### src/rtl/dut_chk_pkg.sv
// Shared types and constants for the datapath response checker.
package dut_chk_pkg;

    localparam logic CMD_INC = 1'b0;
    localparam logic CMD_DEC = 1'b1;

    // Reference prediction width; the checker derives its own entry type from DATA_W.
    localparam int CHK_DATA_W = 8;

    typedef enum logic [1:0] {
        IDLE,
        RUN,
        DRAIN,
        FAIL
    } chk_state_t;

    typedef struct packed {
        logic                  valid;
        logic [CHK_DATA_W-1:0] exp;
        logic [CHK_DATA_W-1:0] addr;
    } pred_entry_t;

endpackage

### src/rtl/dut_pred_pipe.sv
// LATENCY-deep prediction delay line; shifts every cycle, valid bits clearable.
module dut_pred_pipe
    import dut_chk_pkg::*;
#(
    parameter int  LATENCY = 1,
    parameter type entry_t = pred_entry_t
) (
    input  logic   clk,
    input  logic   rst,
    input  logic   clr_vld,
    input  entry_t push_entry,
    output entry_t out_entry,
    output logic   any_valid
);

    entry_t stage [LATENCY];

    always_ff @(posedge clk or negedge rst) begin
        if (!rst) begin
            for (int i = 0; i < LATENCY; i++) stage[i] <= '0;
        end else begin
            stage[0] <= push_entry;
            for (int i = 1; i < LATENCY; i++) stage[i] <= stage[i-1];
            // Payload may shift on, but nothing stays live after a clear.
            if (clr_vld) begin
                for (int i = 0; i < LATENCY; i++) stage[i].valid <= 1'b0;
            end
        end
    end

    always_comb begin
        any_valid = 1'b0;
        for (int i = 0; i < LATENCY; i++) any_valid = any_valid | stage[i].valid;
    end

    assign out_entry = stage[LATENCY-1];

endmodule

### config.mk
export PLATFORM = sky130hd
export DESIGN_NAME = dut_pred_pipe
export DESIGN_NICKNAME = d
export VERILOG_FILES = /design/src/rtl/dut_chk_pkg.sv /design/src/rtl/dut_pred_pipe.sv
export SDC_FILE = /design/constraint.sdc
export NUM_CORES = 1
export LEC_CHECK = 0
export BUFFER_PORTS_ARGS = -buffer_cell sky130_fd_sc_hd__clkbuf_2
export CAP_MARGIN = 30
export CORE_UTILIZATION = 25
export DETAILED_ROUTE_END_ITERATION = 12
export GPL_TIMING_DRIVEN = 0
export HOLD_SLACK_MARGIN = 0.08
export PLACE_DENSITY = 0.63
export SYNTH_ARGS = -nofsm -noshare
export SYNTH_HDL_FRONTEND = slang
export SYNTH_SLANG_ARGS = --single-unit
### constraint.sdc
create_clock -name clk -period 0.8 [get_ports clk]
set_clock_uncertainty 0.05 [all_clocks]
set_input_delay 0.16 -clock clk [delete_from_list [all_inputs] [get_ports clk]]
set_output_delay 0.16 -clock clk [all_outputs]
set_load 0.01 [all_outputs]
==> run summary <==
The checks that failed: DRC, setup timing. Of the cells placed in the final design, the portion with a size suffix greater than 1 is 0.5316. The total routing usage reported by global routing came out at 0.1168.

The number of buffers inserted to repair setup after CTS is 0. The overflow left after global routing came out at 0. The final hold violation count is 0. The switching share of power came out at 0.2155. Counting flops and latches in the post-synthesis netlist gives 17. The number of diodes is 0.

The post-route fraction of the period consumed by the critical path came out at 1.380. For this design, the sink count on the clock tree is 17. The flow ran to the end, but the final reports show violations. The number of standard cells after synthesis is 19. The dominant cell type by area after synthesis is sky130_fd_sc_hd__dfrtp_1. The floorplan die area is 0.001960 sq mm. The post-synth net total is 39. The final design utilization is 0.5573. The chip width came out at 44.27 microns. The post-synthesis area per instance is 23.51 sq um. The maximum number of pins on one net before global-route repair came out at 18.

The post-synthesis simple-gate area fraction is 0.03081. The synthesized netlist occupies a cell area of 446.7 sq um. The number of fillers in the final layout is 140. The critical path data required time is 0.59 ns. In the post-synthesis netlist, the biggest area contributors are sky130_fd_sc_hd__dfrtp_1 (95%), sky130_fd_sc_hd__nor2b_4 (3.1%), sky130_fd_sc_hd__buf_4 (1.7%). The worst slack on hold paths is 0.2883 ns.

The combinational group share of total power is 0.141. The critical path's largest stage delay is 0.39 ns. The largest fanout on the critical path came out at 2. The number of buffers created by CTS is 3. At the pin with the least slew margin, the transition time is 0.4057 ns. The synthesized-area fraction occupied by ao, oa, aoi and oai cells came to 0. The wire length of the first global-routing pass came out at 1552 microns. The total power density per cell area came out at 1764 mW/mm^2. The area share of xor/xnor cells in the synthesized design is 0.

After floorplanning, the core was sized to cover 0.001594 sq mm. Before CTS, the worst setup slack after placement is -0.004002 ns. The library cell used most frequently in the layout, excluding fill and tap cells, is sky130_fd_sc_hd__clkbuf_2. STA classifies the critical path endpoint as a primary output.

The number of nets with antenna violations after routing came out at 0. TritonCTS built the clock tree. After detailed placement, the total cell area comes to 661.9 sq um. The initial antenna violation count came out at 0. The tightest min-delay check is of the input port to async pin type.

The mux cell area share after synthesis is 0. The overall routed net length came out at 1052 microns. The design draws 1.567 mW.

The number of top-level pins came out at 38. The site row count came out at 14. The maximum frequency from static timing analysis is 905.8 MHz. The time the final worst path needs with I/O delays and setup came out at 1.104 ns. The height of the chip came out at 44.27 microns. The clock root buffer is sky130_fd_sc_hd__clkbuf_4. The post-layout net count is 100. In the layout the commonest cells are sky130_fd_sc_hd__clkbuf_2 (34), sky130_fd_sc_hd__dlygate4sd3_1 (19), sky130_fd_sc_hd__dfrtp_1 (17). The final routed wire length divided by cell count came out at 10.21 microns. Setup repair after global routing could not meet its margin everywhere. The number of global-route vias before repair is 407. The total non-filler cell area in the finished layout is 888.4 sq um. The internal portion of total power is 1.229 mW. The register area share after synthesis is 0.9524. The average via count per standard cell came out at 3.650.

After synthesis, the largest family of logic cells by area is simple AND/OR/NAND/NOR gates. The number of H-tree levels came out at 1. The area added between synthesis and finish came out at 98.88%. Walking the worst path, the cells encountered are buf_6, buf_6.

In this run, the number of DRC markers left after iteration 0 of detailed routing was 10. The net switching power came out at 337.7 uW. The initial utilization of the core area, before any placement, comes to 0.2802. Routability-driven placement finished with a final weighted congestion of 0.5794. The worst-case IR drop observed on VDD is 1106 uV. The critical path is of the flop to primary output type. The count of buffers inserted at the top-level ports came out at 37. The worst pin sits at a relative slew slack of 0.7295.

The count of yosys warnings during synthesis came out at 0. The DRC violation count after routing is 3. The part of the power in registers is 0.583. The fraction of power consumed by the clock network is 0.277. The count of distinct cell types in the synthesized netlist came out at 3. The max-capacitance violation count is 0. Across all setup checks in the final design, the least slack found is -0.3040 ns.

The arrival time of data at the critical path endpoint came out at 0.89 ns. The slowest library cell on the worst path is sky130_fd_sc_hd__dfrtp_1. The cell repeated most along the worst path is sky130_fd_sc_hd__buf_6. The number of max-slew violations in the final report came out at 0. The clock passes through at most 2 buffers. The length of the first detailed-routing pass in iterations came out at 11. The total leakage power came out at 0.4631 nW. The CTS clock-pin slew for the worst setup and hold paths is 0.09 ns. The count of endpoints failing setup in the final report is 18. The adder-cell share of the synthesized area came out at 0.

The detailed router placed 376 vias in this run. STA classifies the critical path startpoint as a flop. The fraction of post-synthesis cell area in the top cell type by area came out at 0.9524.
[cells in the mapped netlist]
cell / number
sky130_fd_sc_hd__buf_4: 1
sky130_fd_sc_hd__dfrtp_1: 17
sky130_fd_sc_hd__nor2b_4: 1
[stage by stage]
| step | std cells | setup TNS, ns |
|---|---|---|
| finish | 103 | -3.376 |
| global route | 103 | -4.124 |
| CTS | 103 | -3.612 |
| detailed placement | 80 | -0.004002 |
| global placement | 80 | 0 |
| floorplan | 19 | 0 |
[power by group through the flow]
stage	logic (mW)	registers [mW]	clock network [mW]
6_report	0.220	0.913	0.433
5_1_grt	0.238	0.916	0.495
3_3_place_gp	0.139	0.930	0
2_1_floorplan	0.00954	0.956	0
3_5_place_dp	0.141	0.930	0
4_1_cts	0.214	0.913	0.458
[final cells by class]
class | instances | area [sq um] | area share
Sequential cell | 17 | 425.4 | 0.4789
Timing Repair Buffer | 56 | 381.6 | 0.4296
Tap cell | 24 | 30.03 | 0.03380
Clock buffer | 4 | 26.28 | 0.02958
Multi-Input combinational cell | 1 | 13.76 | 0.01549
Buffer | 1 | 11.26 | 0.01268
[worst paths after layout]
path	cells after the start	from	to	slack [ns]
max in group asynchronous	2	rst	out_entry[7]$_DFF_PN0_	0.13
worst max-delay path	2	any_valid$_DFF_PN0_	out_entry[16]	-0.30
min in group clk	2	push_entry[9]	out_entry[9]$_DFF_PN0_	0.47
worst min-delay path	2	rst	out_entry[6]$_DFF_PN0_	0.29
[what timing repair did]
action | in CTS | in global routing
endpoints found under the hold margin | 34 | 0
pin swaps | 0 | 0
resized for setup | 0 | 5
setup endpoints to repair | 18 | 18
hold buffers | 19 | 0
[state kept, by name, summed over array words and instances, names as in the netlist]
signal	cells
out_entry	16
any_valid	1
[worst max-delay path, delay by kind of cell, from the launching register on]
family	cells	cell delay [ns]
buf+inv	2	0.23
flops	1	0.39
[cell families after synthesis]
family,count (synthesis)
buf+inv,1
flops,17
simple gates,1
[layer usage]
metal  part of all wire  track usage
met3              0.057      0.03673
met2               0.56       0.2176
met1               0.37       0.1003
met5                  0            0
met4             0.0076      0.09091
Note: power is estimated with default switching activity, not from simulation.
